## config.mk

```make
export PLATFORM = sky130hd
export DESIGN_NAME = fifo_wr_arbiter_flat
export DESIGN_NICKNAME = d
export VERILOG_FILES = /design/src/rtl/fifo_wr_arbiter_pkg.sv /design/src/rtl/fifo_wr_arbiter_if.sv /design/src/rtl/fifo_wr_arbiter_rr_pick.sv /design/src/rtl/fifo_wr_arbiter.sv /design/src/flat_wrapper.sv
export SDC_FILE = /design/constraint.sdc
export NUM_CORES = 1
export LEC_CHECK = 0
export CAP_MARGIN = 20
export CORE_MARGIN = 2
export CORE_UTILIZATION = 40
export CTS_BUF_LIST = sky130_fd_sc_hd__clkbuf_4 sky130_fd_sc_hd__clkbuf_8 sky130_fd_sc_hd__clkbuf_16
export CTS_CLUSTER_DIAMETER = 60
export CTS_CLUSTER_SIZE = 16
export DETAILED_ROUTE_END_ITERATION = 16
export GPL_ROUTABILITY_DRIVEN = 1
export GPL_TIMING_DRIVEN = 0
export PLACE_DENSITY = 0.86
export SYNTH_ARGS = -nofsm -noshare
export SYNTH_HDL_FRONTEND = slang
export SYNTH_HIERARCHICAL = 1
export SYNTH_SLANG_ARGS = --single-unit
```

## constraint.sdc

```tcl
create_clock -name clk -period 7.48 [get_ports clk]
set_input_delay 1.496 -clock clk [delete_from_list [all_inputs] [get_ports clk]]
set_output_delay 1.496 -clock clk [all_outputs]
set_load 0.02 [all_outputs]
```

## src/rtl/fifo_wr_arbiter_pkg.sv

```systemverilog
// fifo_wr_arbiter_pkg: shared definitions for the FIFO write arbiter
// Holds the FSM state encoding, the data-slice offset helper and the
// width helper used by the parameter legality checks.
package fifo_wr_arbiter_pkg;
   typedef enum logic {ST_IDLE = 1'b0, ST_LOCKED = 1'b1} state_t;
   function automatic int clog2_min1(input int n);
      return (n > 1) ? $clog2(n) : 1;
   endfunction
   function automatic int slice_lo(input int idx, input int w);
      return idx * w;
   endfunction
endpackage

```

## src/rtl/fifo_wr_arbiter_if.sv

```systemverilog
// fifo_wr_arbiter_if: requester beats in, FIFO write port out
// Signals: req_valid/req_last/req_data/req_ready (per-requester handshake),
// fifo_full/fifo_wr_en/fifo_wr_data (FIFO write pins).
// master = requesters + FIFO side, slave = arbiter side.
interface fifo_wr_arbiter_if #(
   parameter int NUM_REQ    = 4,
   parameter int DATA_WIDTH = 8
);
   logic [NUM_REQ-1:0]            req_valid;
   logic [NUM_REQ-1:0]            req_last;
   logic [NUM_REQ*DATA_WIDTH-1:0] req_data;
   logic [NUM_REQ-1:0]            req_ready;
   logic                          fifo_full;
   logic                          fifo_wr_en;
   logic [DATA_WIDTH-1:0]         fifo_wr_data;
   modport master (
      output req_valid, req_last, req_data, fifo_full,
      input  req_ready, fifo_wr_en, fifo_wr_data
   );
   modport slave (
      input  req_valid, req_last, req_data, fifo_full,
      output req_ready, fifo_wr_en, fifo_wr_data
   );
endinterface

```

## src/rtl/fifo_wr_arbiter_rr_pick.sv

```systemverilog
// fifo_wr_arbiter_rr_pick: combinational round-robin picker
// Ports: req_i (request vector), last_idx_i (previous winner),
// pick_idx_o (first requester after last_idx_i, wrapping), pick_vld_o (any request).
module fifo_wr_arbiter_rr_pick #(
   parameter int NUM_REQ   = 4,
   parameter int IDX_WIDTH = 2
) (
   input  logic [NUM_REQ-1:0]   req_i,
   input  logic [IDX_WIDTH-1:0] last_idx_i,
   output logic [IDX_WIDTH-1:0] pick_idx_o,
   output logic                 pick_vld_o
);
   logic [IDX_WIDTH-1:0] j;
   // Scan from the farthest offset to the nearest so the nearest hit wins.
   always_comb begin
      pick_vld_o = 1'b0;
      pick_idx_o = '0;
      j = '0;
      for (int k = NUM_REQ; k >= 1; k--) begin
         j = IDX_WIDTH'((int'(last_idx_i) + k) % NUM_REQ);
         if (req_i[j]) begin
            pick_vld_o = 1'b1;
            pick_idx_o = j;
         end
      end
   end
endmodule

```

## src/rtl/fifo_wr_arbiter.sv

```systemverilog
// fifo_wr_arbiter: round-robin, packet-locking arbiter in front of a FIFO write port
// Ports: clk, rst_n (async active-low), bus (slave side of fifo_wr_arbiter_if),
// gnt (registered one-hot grant, zero when idle), busy (high while a grant is held).
module fifo_wr_arbiter
   import fifo_wr_arbiter_pkg::*;
#(
   parameter int NUM_REQ    = 4,
   parameter int DATA_WIDTH = 8,
   parameter int MAX_BURST  = 4,
   parameter int IDX_WIDTH  = 2,
   parameter int CNT_WIDTH  = 2
) (
   input  logic               clk,
   input  logic               rst_n,
   fifo_wr_arbiter_if.slave   bus,
   output logic [NUM_REQ-1:0] gnt,
   output logic               busy
);
   if (NUM_REQ < 2 || MAX_BURST < 1 || IDX_WIDTH != $clog2(NUM_REQ) ||
       CNT_WIDTH != clog2_min1(MAX_BURST)) begin : g_bad_params
      $error("fifo_wr_arbiter: illegal parameter combination");
   end
   state_t               state_q, state_d;
   logic [IDX_WIDTH-1:0] own_q, own_d, last_q, last_d, pick_idx;
   logic [NUM_REQ-1:0]   gnt_q, gnt_d, pick_req;
   logic [CNT_WIDTH-1:0] cnt_q, cnt_d;
   logic                 pick_vld, xfer, rel;
   assign xfer = (state_q == ST_LOCKED) & bus.req_valid[own_q] & ~bus.fifo_full;
   assign rel  = xfer & (bus.req_last[own_q] | (cnt_q == CNT_WIDTH'(MAX_BURST - 1)));
   // The owner's valid on its last beat belongs to the beat being consumed, so it
   // is masked from the re-pick; after a forced release the owner stays eligible.
   assign pick_req = (state_q == ST_LOCKED) ?
                     bus.req_valid & ~(gnt_q & {NUM_REQ{bus.req_last[own_q]}}) :
                     bus.req_valid;
   // Re-pick on release starts at own+1, the IDLE pick at last_idx+1.
   fifo_wr_arbiter_rr_pick #(
      .NUM_REQ   (NUM_REQ),
      .IDX_WIDTH (IDX_WIDTH)
   ) u_pick (
      .req_i      (pick_req),
      .last_idx_i ((state_q == ST_LOCKED) ? own_q : last_q),
      .pick_idx_o (pick_idx),
      .pick_vld_o (pick_vld)
   );
   always_ff @(posedge clk or negedge rst_n) begin
      if (!rst_n) begin
         state_q <= ST_IDLE;
         own_q   <= '0;
         gnt_q   <= '0;
         cnt_q   <= '0;
         last_q  <= IDX_WIDTH'(NUM_REQ - 1);
      end else begin
         state_q <= state_d;
         own_q   <= own_d;
         gnt_q   <= gnt_d;
         cnt_q   <= cnt_d;
         last_q  <= last_d;
      end
   end
   always_comb begin
      state_d = state_q;
      own_d   = own_q;
      gnt_d   = gnt_q;
      cnt_d   = cnt_q;
      last_d  = last_q;
      if (state_q == ST_IDLE) begin
         if (pick_vld) begin
            state_d = ST_LOCKED;
            own_d   = pick_idx;
            gnt_d   = NUM_REQ'(1) << pick_idx;
            cnt_d   = '0;
         end
      end else if (rel) begin
         last_d  = own_q;
         cnt_d   = '0;
         state_d = pick_vld ? ST_LOCKED : ST_IDLE;
         own_d   = pick_vld ? pick_idx : own_q;
         gnt_d   = pick_vld ? NUM_REQ'(1) << pick_idx : '0;
      end else if (xfer) begin
         cnt_d = cnt_q + CNT_WIDTH'(1);
      end
   end
   always_comb begin
      busy             = state_q == ST_LOCKED;
      gnt              = gnt_q;
      bus.req_ready    = gnt_q & {NUM_REQ{busy & ~bus.fifo_full}};
      bus.fifo_wr_en   = xfer;
      bus.fifo_wr_data = busy ? bus.req_data[slice_lo(int'(own_q), DATA_WIDTH) +: DATA_WIDTH] : '0;
   end
endmodule

```

## src/flat_wrapper.sv

```systemverilog
// flat-port wrapper written by rule: the top's interface ports become plain ports
module fifo_wr_arbiter_flat import fifo_wr_arbiter_pkg::*;
#(
   parameter int NUM_REQ    = 4,
   parameter int DATA_WIDTH = 8,
   parameter int MAX_BURST  = 4,
   parameter int IDX_WIDTH  = 2,
   parameter int CNT_WIDTH  = 2
)
  (clk, rst_n, gnt, busy, bus_req_valid, bus_req_last, bus_req_data, bus_fifo_full, bus_req_ready, bus_fifo_wr_en, bus_fifo_wr_data);
  fifo_wr_arbiter_if #(.NUM_REQ(NUM_REQ), .DATA_WIDTH(DATA_WIDTH)) bus_i ();
  input  logic clk;
  input  logic rst_n;
  output logic [NUM_REQ-1:0] gnt;
  output logic busy;
  input wire logic [$bits(bus_i.req_valid)-1:0] bus_req_valid;
  input wire logic [$bits(bus_i.req_last)-1:0] bus_req_last;
  input wire logic [$bits(bus_i.req_data)-1:0] bus_req_data;
  input wire logic [$bits(bus_i.fifo_full)-1:0] bus_fifo_full;
  output wire logic [$bits(bus_i.req_ready)-1:0] bus_req_ready;
  output wire logic [$bits(bus_i.fifo_wr_en)-1:0] bus_fifo_wr_en;
  output wire logic [$bits(bus_i.fifo_wr_data)-1:0] bus_fifo_wr_data;
  assign bus_i.req_valid = bus_req_valid;
  assign bus_i.req_last = bus_req_last;
  assign bus_i.req_data = bus_req_data;
  assign bus_i.fifo_full = bus_fifo_full;
  assign bus_req_ready = bus_i.req_ready;
  assign bus_fifo_wr_en = bus_i.fifo_wr_en;
  assign bus_fifo_wr_data = bus_i.fifo_wr_data;
  fifo_wr_arbiter #(.NUM_REQ(NUM_REQ), .DATA_WIDTH(DATA_WIDTH), .MAX_BURST(MAX_BURST), .IDX_WIDTH(IDX_WIDTH), .CNT_WIDTH(CNT_WIDTH)) u_core (.clk(clk), .rst_n(rst_n), .bus(bus_i), .gnt(gnt), .busy(busy));
endmodule
```

==> run summary, run 1 <==
The run finished with clean final reports. The met3 usage is 3.89%, and the number of clock buffers inserted by TritonCTS is 3. STA classifies the critical path startpoint as an input port. The tool flagged a number of max-cap violations equal to 0. TritonCTS built the clock tree. After clock tree synthesis, the repair step resized 0 gates.

The first routing iteration left 17 violations. After routing, the total negative slack on setup checks comes to 0 ps. The placer's final routability congestion estimate is 0.837.

After global routing, the most crowded layer is met2. Including well taps, the total number of placed cells is 182. The tools report the count of boundary I/O pins as 61.

Of the cells placed in the final design, the portion with a size suffix greater than 1 is 16.0%. 0 antenna diodes ended up in the layout. Leaving out fill and tap cells, the most frequent cells in the layout are 60 x sky130_fd_sc_hd__clkdlybuf4s50_1, 13 x sky130_fd_sc_hd__and2_1, 10 x sky130_fd_sc_hd__mux4_2, 10 x sky130_fd_sc_hd__nand2_1, 9 x sky130_fd_sc_hd__dfrtp_1. The maximum clock frequency came out at 212 MHz. The starting utilization of the core area was 41.0%. Area of the die: 2880 sq um. In the final routed layout, each cell accounts on average for 16.4 um.

After floorplanning, the core was sized to cover 2410 sq um. In the finished design, the share of the clock period the worst path needs comes to 63.2%. The tools report the total number of yosys warnings as 6. Summing the sequential cell areas from Yosys gives 28.1% of the chip area. The cell area after placement is 1630 sq um.

Port buffering added 60 buffers. The initialized floorplan defines 18 standard-cell rows. The worst hold path class was reg2reg.

For the number of non-filler instances in the completed layout, the log shows 186. The logs give 12 for the pin count of the biggest net entering global routing and 11 for the sink count of the clock tree. Capturing element type of the critical path: a primary output. The share of the core filled with cells in the final layout came out at 68.7%. Before CTS, the worst setup slack after placement is 2740 ps. Final hold violation count: 0.

The placed wire-length estimate after detailed placement came out at 2350 um. The first TritonRoute pass finished after 4 iterations. For the pin with the worst max-slew slack, the measured transition is 499 ps.

The first-pass GRT wire length came out at 4550 um. The remaining max-slew budget at the tightest pin was 66.4%; the maximum fanout encountered on the critical timing path was 5. After layout, the minimum clock period comes to 4720 ps. The synthesized area per cell came out at 10.7 sq um.

In this run the post-CTS setup repair buffer count came out at 0. Counting flops and latches in the post-synthesis netlist gives 11. Number of nets at the end of the flow: 201.

The number of nets with antenna violations after routing is 0, and the met2 routing resource usage after global routing is 36.6%. The routed layout has 1028 vias. The routed design has 3040 um of wire. The worst-case IR drop observed on VDD is 0.000267 V. For the worst setup path, the data required time is 5980 ps. For the largest clock skew in the final design, the log shows 6.45 ps. The kind of critical path is in2out.

The clock root buffer was sky130_fd_sc_hd__clkbuf_4. Setup violations remaining at the end of the flow were counted as 0. For this run the aggregate overflow at the end of global routing stands at 0. The initial antenna violation count is 0, and the cell count after synthesis is 92. For this design, the CTS-stage hold fixing added 0 buffers. The logs give 1660 sq um for the final instance area and 22.6% for the combined global-route utilization of all metal layers.

The maximum level of the CTS H-tree was 1. Leaving out fill and tap cells, the most frequent cell in the layout is sky130_fd_sc_hd__clkdlybuf4s50_1. Setup repair after global routing left no endpoint under its margin. The post-synthesis instance area is 988 sq um. No sink is reached through more buffers than the 2 on the longest clock path. For the count of pins over their slew limit, the log shows 0.

When the netlist entered floorplanning its net count stood at 136. The synthesis-to-layout area growth is 67.6%, and the clock transition at the registers of the reported paths is 70 ps. After detailed routing, the number of remaining DRC violations is 0. For met1 alone, demand over resource in global routing was 27.7%. The setup slack after layout is 2760 ps. For the static power due to leakage, the log shows 0.654 nW. Clock latency on the worst-skew pair, taken at its later pin, is 290 ps. The die boundary width is 53.7 um, and the number of vias per cell after detailed routing is 5.53.

The via count of the first global-routing pass is 1003. Dividing total power by cell area gives a power density of 364 nW/um^2. The die is 53.7 um tall. Synthesis instantiated 34 different standard cells from the library. STA puts the critical path data arrival time at 3230 ps.
## per-layer routing
layer / part of all wire [%] / vias up / wire (um)
met5: 0 / - / 0
met4: 3.3 / 0 / 100
met3: 7.0 / 8 / 214
met2: 49 / 46 / 1480
met1: 41 / 493 / 1250
li1: - / 481 / -
## through the flow
step,hold WS [ps],power (mW)
after floorplan,438,0.396
after global placement,449,0.544
after detailed placement,450,0.555
after CTS,461,0.606
after global routing,477,0.647
final,462,0.604
## critical path: stages
cell and delay, ps:
sky130_fd_sc_hd__clkdlybuf4s50_1 420, sky130_fd_sc_hd__mux4_2 530, sky130_fd_sc_hd__nand2_1 180, sky130_fd_sc_hd__inv_1 60, sky130_fd_sc_hd__clkdlybuf4s50_1 540
## cell families after synthesis
kind of cell	after synthesis	share of synthesized area [%]
compound gates	23	19.2
simple gates	35	19.5
mux	15	28.4
buf+inv	7	3.54
flops	11	28.1
fa+ha+maj	1	1.27
## final cells by class
| class | instances | area [sq um] |
|---|---|---|
| Multi-Input combinational cell | 74 | 676 |
| Clock buffer | 4 | 30.0 |
| Timing Repair Buffer | 60 | 601 |
| Fill cell | 199 | 753 |
| Sequential cell | 11 | 278 |
| Buffer | 4 | 23.8 |
| Tap cell | 30 | 37.5 |
| Inverter | 3 | 11.3 |
## where the power goes
| part | total [mW] | switching, mW | internal [mW] |
|---|---|---|---|
| sequential | 0.120 | 0.0283 | 0.0913 |
| combinational | 0.436 | 0.205 | 0.230 |
| clock | 0.0480 | 0.0236 | 0.0244 |
## final timing paths
check,slack (ps),cells after the start,from,endpoint
max,2760,5,bus_req_valid[3],bus_fifo_wr_en
min,460,2,u_core/last_q[0],u_core/last_q[0]
max reg2reg,4730,8,u_core/own_q[0],u_core/gnt[1]
min reg2reg,460,2,u_core/last_q[0],u_core/last_q[0]
max in group asynchronous,5580,1,rst_n,u_core/last_q[1]
min in group asynchronous,1540,1,rst_n,u_core/gnt[0]
## Yosys cell counts
library cell,n,share of area (%)
sky130_fd_sc_hd__a22o_1,1,0.89
sky130_fd_sc_hd__mux2i_1,1,1.0
sky130_fd_sc_hd__and2_1,13,8.2
sky130_fd_sc_hd__o311a_1,4,4.1
sky130_fd_sc_hd__nand2_1,10,3.8
sky130_fd_sc_hd__o211a_1,1,1.0
sky130_fd_sc_hd__buf_2,1,0.51
sky130_fd_sc_hd__a21boi_2,1,1.1
sky130_fd_sc_hd__o21ai_1,1,0.51
sky130_fd_sc_hd__o211ai_2,1,1.3
sky130_fd_sc_hd__and2b_1,1,0.76
sky130_fd_sc_hd__o21ai_0,1,0.51
sky130_fd_sc_hd__nor2_1,2,0.76
sky130_fd_sc_hd__o31ai_1,1,0.76
sky130_fd_sc_hd__dfrtp_1,9,23
sky130_fd_sc_hd__a21o_1,1,0.76
sky130_fd_sc_hd__o221ai_2,1,1.5
sky130_fd_sc_hd__nor2b_1,2,1.3
sky130_fd_sc_hd__mux2_1,2,2.3
sky130_fd_sc_hd__ha_1,1,1.3
sky130_fd_sc_hd__a21oi_2,1,0.89
sky130_fd_sc_hd__nand3b_2,1,1.1
sky130_fd_sc_hd__nand2b_1,4,2.5
sky130_fd_sc_hd__o22ai_1,2,1.3
sky130_fd_sc_hd__a21boi_0,4,3.0
sky130_fd_sc_hd__dfstp_2,2,5.3
sky130_fd_sc_hd__nand3_1,2,1.0
sky130_fd_sc_hd__inv_1,3,1.1
sky130_fd_sc_hd__mux2_2,2,2.3
sky130_fd_sc_hd__mux4_2,10,23
sky130_fd_sc_hd__clkbuf_1,2,0.76
sky130_fd_sc_hd__a21oi_1,2,1.0
sky130_fd_sc_hd__a31oi_1,1,0.63
sky130_fd_sc_hd__buf_6,1,1.1
## flip-flops by register name, indices dropped and copies added (netlist names)
register / count
u_core/busy: 1
u_core/cnt_q: 2
u_core/gnt: 4
u_core/last_q: 2
u_core/own_q: 2
(Power assumes the default switching activity.)
==> run 2: changes to the inputs <==
--- a/config.mk
+++ b/config.mk
@@ -7,14 +7,14 @@
 export LEC_CHECK = 0
 export CAP_MARGIN = 20
 export CORE_MARGIN = 2
-export CORE_UTILIZATION = 40
+export CORE_UTILIZATION = 37
 export CTS_BUF_LIST = sky130_fd_sc_hd__clkbuf_4 sky130_fd_sc_hd__clkbuf_8 sky130_fd_sc_hd__clkbuf_16
 export CTS_CLUSTER_DIAMETER = 60
 export CTS_CLUSTER_SIZE = 16
 export DETAILED_ROUTE_END_ITERATION = 16
 export GPL_ROUTABILITY_DRIVEN = 1
 export GPL_TIMING_DRIVEN = 0
-export PLACE_DENSITY = 0.86
+export PLACE_DENSITY = 0.8
 export SYNTH_ARGS = -nofsm -noshare
 export SYNTH_HDL_FRONTEND = slang
 export SYNTH_HIERARCHICAL = 1
==> constraint.sdc (replaced) <==
create_clock -name clk -period 4.9 [get_ports clk]
set_input_delay 0.98 -clock clk [delete_from_list [all_inputs] [get_ports clk]]
set_output_delay 0.98 -clock clk [all_outputs]
set_load 0.02 [all_outputs]
==> run summary, run 2 (same netlist as run 1, synthesis figures left out) <==
TritonCTS built the clock tree. The tools report the number of design-rule violations left by the first detailed-router iteration as 44 (was 17). The tools report the static power due to leakage as 0.654 nW (unchanged). The starting utilization of the core area is 39.5% (was 41.0%), and the depth of the most critical reg-to-reg path is 8 (unchanged).

Total of cells resized after clock tree synthesis: 0 (unchanged). The clock transition at the registers of the reported paths came out at 70 ps (about the same). The logs give 2700 ps (was 3230 ps) for the arrival time of data at the critical path endpoint and 201 (unchanged) for the number of nets at the end of the flow. Setup repair after global routing left no endpoint under its margin. The run gives 0 (unchanged) as the number of buffers inserted by hold repair at cts. Beginning of the worst hold path: u_core/last_q[0] (unchanged). The run gives 66.3% (was 68.7%) as the share of the core filled with cells in the final layout. The worst slack on hold paths is 480 ps (was 462 ps), and the number of core rows is 18 (unchanged). The largest clock skew in the final design came out at 8.53 ps (was 6.45 ps).

Startpoint of the lowest-slack register-to-register path: u_core/own_q[0] (unchanged). The sink of the worst hold path is u_core/last_q[0] (unchanged). The die height was 55.7 um (was 53.7 um). The tools report the area of the die as 3100 sq um (was 2880 sq um).

The worst hold path class is reg2reg (unchanged). The worst setup slack after placement is 1240 ps (was 2740 ps). Cells along the critical path: clkdlybuf4s50_1 > mux4_2 > nand2_1 > inv_1 > clkdlybuf4s50_1 (unchanged). The routed length per instance is 15.8 um (was 16.4 um), and the highest cell delay on the worst timing path is 530 ps (was 540 ps). The number of antenna cells inserted is 0 (unchanged), and the remaining max-slew budget at the tightest pin is 64.9% (was 66.4%).

The sink count of the clock tree was 11 (unchanged). The die boundary width is 55.7 um (was 53.7 um). The tools report the capturing element type of the critical path as a primary output (unchanged). For the first-pass GRT wire length, the log shows 5010 um (was 4550 um). Leading cell types in the layout, fill and taps excluded: 60 x sky130_fd_sc_hd__clkdlybuf4s50_1, 13 x sky130_fd_sc_hd__and2_1, 10 x sky130_fd_sc_hd__mux4_2, 10 x sky130_fd_sc_hd__nand2_1, 9 x sky130_fd_sc_hd__dfrtp_1 (unchanged). The data required time at the worst endpoint was 3920 ps (was 5980 ps); the worst voltage drop across the vdd grid was 0.000400 V (was 0.000267 V).

The number of buffers on the longest clock path was 2 (unchanged); the post-layout minimum cycle time was 3680 ps. After layout, the worst path uses 75.2% of the clock period. The setup slack after layout is 1220 ps (was 2760 ps), and the maximum level of the CTS H-tree is 1 (unchanged). Depth of the worst hold-timing path: 2 (unchanged). The number of flip-flops in the largest register is 4 (unchanged), and the number of buffers added for setup after CTS is 0 (unchanged). The number of port buffers is 60 (unchanged).

The tools report the reg-to-reg endpoint as u_core/gnt[1] (unchanged). Cell with the most instances on the worst path: sky130_fd_sc_hd__clkdlybuf4s50_1 (unchanged). The cell at the slowest stage of the critical path is sky130_fd_sc_hd__mux4_2 (was sky130_fd_sc_hd__clkdlybuf4s50_1).

The maximum clock frequency is 271 MHz, and the first-pass iteration count of the detailed router is 4 (unchanged). The run gives 0 (unchanged) as the final count of negative-setup-slack endpoints. The run gives 0 (unchanged) as the final routed DRC violation total.

The run gives 0 ps (unchanged) as the setup TNS after final layout. The number of nets with antenna violations after routing came out at 0 (unchanged). The maximum fanout encountered on the critical timing path is 5 (unchanged). The synthesis-to-layout area growth was 67.6% (unchanged); the placed wire-length estimate after detailed placement was 2420 um (was 2350 um). The run gives 2500 sq um (was 2410 sq um) as the total core area. The flop-to-flop setup slack is 2110 ps (was 4730 ps), and the pin count of the biggest net entering global routing is 12 (unchanged). The detailed-route wire length was 2940 um (was 3040 um); the final global-route overflow total was 0 (unchanged). Number of vias per cell after detailed routing: 5.30 (was 5.53). The critical path launch point type was an input port (unchanged).

Leading cell type in the layout, fill and taps excluded: sky130_fd_sc_hd__clkdlybuf4s50_1 (unchanged). The combined global-route utilization of all metal layers was 19.9% (was 22.6%); the power per cell area was 554 nW/um^2 (was 364 nW/um^2). The tools report the clock root buffer as sky130_fd_sc_hd__clkbuf_4 (unchanged). The tools report the initial antenna violation count as 0 (unchanged). The count of boundary I/O pins is 61 (unchanged). The run finished with clean final reports. The count of vias placed by the detailed router came out at 985 (was 1028). Number of max-cap violations: 0 (unchanged). For the count of pins over their slew limit, the log shows 0 (unchanged). Placer's final routability congestion estimate: 0.814 (was 0.837). The clock latency on the worst-skew pair is 270 ps (was 290 ps).

The start point of the critical path was bus_req_valid[3] (unchanged). For the number of clock buffers inserted by TritonCTS, the log shows 3 (unchanged). The fraction of layout instances using a drive strength above 1 works out to 16.0% (unchanged). The transition time of the tightest slew-check pin was 527 ps (was 499 ps). The final hold violation count is 0 (unchanged).

The kind of critical path is in2out (unchanged). The tools report the via count of the first global-routing pass as 1026 (was 1003).
==> run 2: critical path, delay by kind of cell <==
kind / cells / cell delay (ps)
muxes: 1 / 530
buffers and inverters: 3 / 1000
and+or+nand+nor: 1 / 190
==> run 2: area by class of cell <==
type	instances	area, sq um
inverter	3	11.3
sequential	11	278
multi-input combinational	74	676
tap	30	37.5
clock buffer	4	30.0
buffer	4	23.8
timing repair buffer	60	601
fill	209	843
==> run 2: report_power, final <==
group	total, mW	leakage (nW)	switching, mW	internal [mW]
Clock	0.0679	0.0184	0.0308	0.0371
Sequential	0.185	0.125	0.0455	0.140
Combinational	0.665	0.511	0.313	0.352
==> run 2: layer usage <==
layer	vias to the layer above	global-route usage, %	share of wire, %	wire length [um]
li1	479	-	-	-
met1	477	25.2	42	1220
met2	27	35.9	54	1590
met3	2	3.02	3.4	101
met4	0	3.83	0.68	20
met5	-	0	0	0
==> run 2: how the worst max path moves through the flow <==
stage | endpoint | cells after the start
floorplan | u_core/gnt[2] | 9
global placement | bus_fifo_wr_en | 5
detailed placement | bus_fifo_wr_en | 5
CTS | bus_fifo_wr_en | 5
global route | bus_fifo_wr_en | 5
finish | bus_fifo_wr_en | 5
==> run 2: metrics by stage <==
step	cell area, sq um	power (mW)	std cells
2_1_floorplan	988	0.604	92
3_3_place_gp	1630	0.837	182
3_5_place_dp	1630	0.850	182
4_1_cts	1660	0.921	186
5_1_grt	1660	0.981	186
6_report	1660	0.918	186
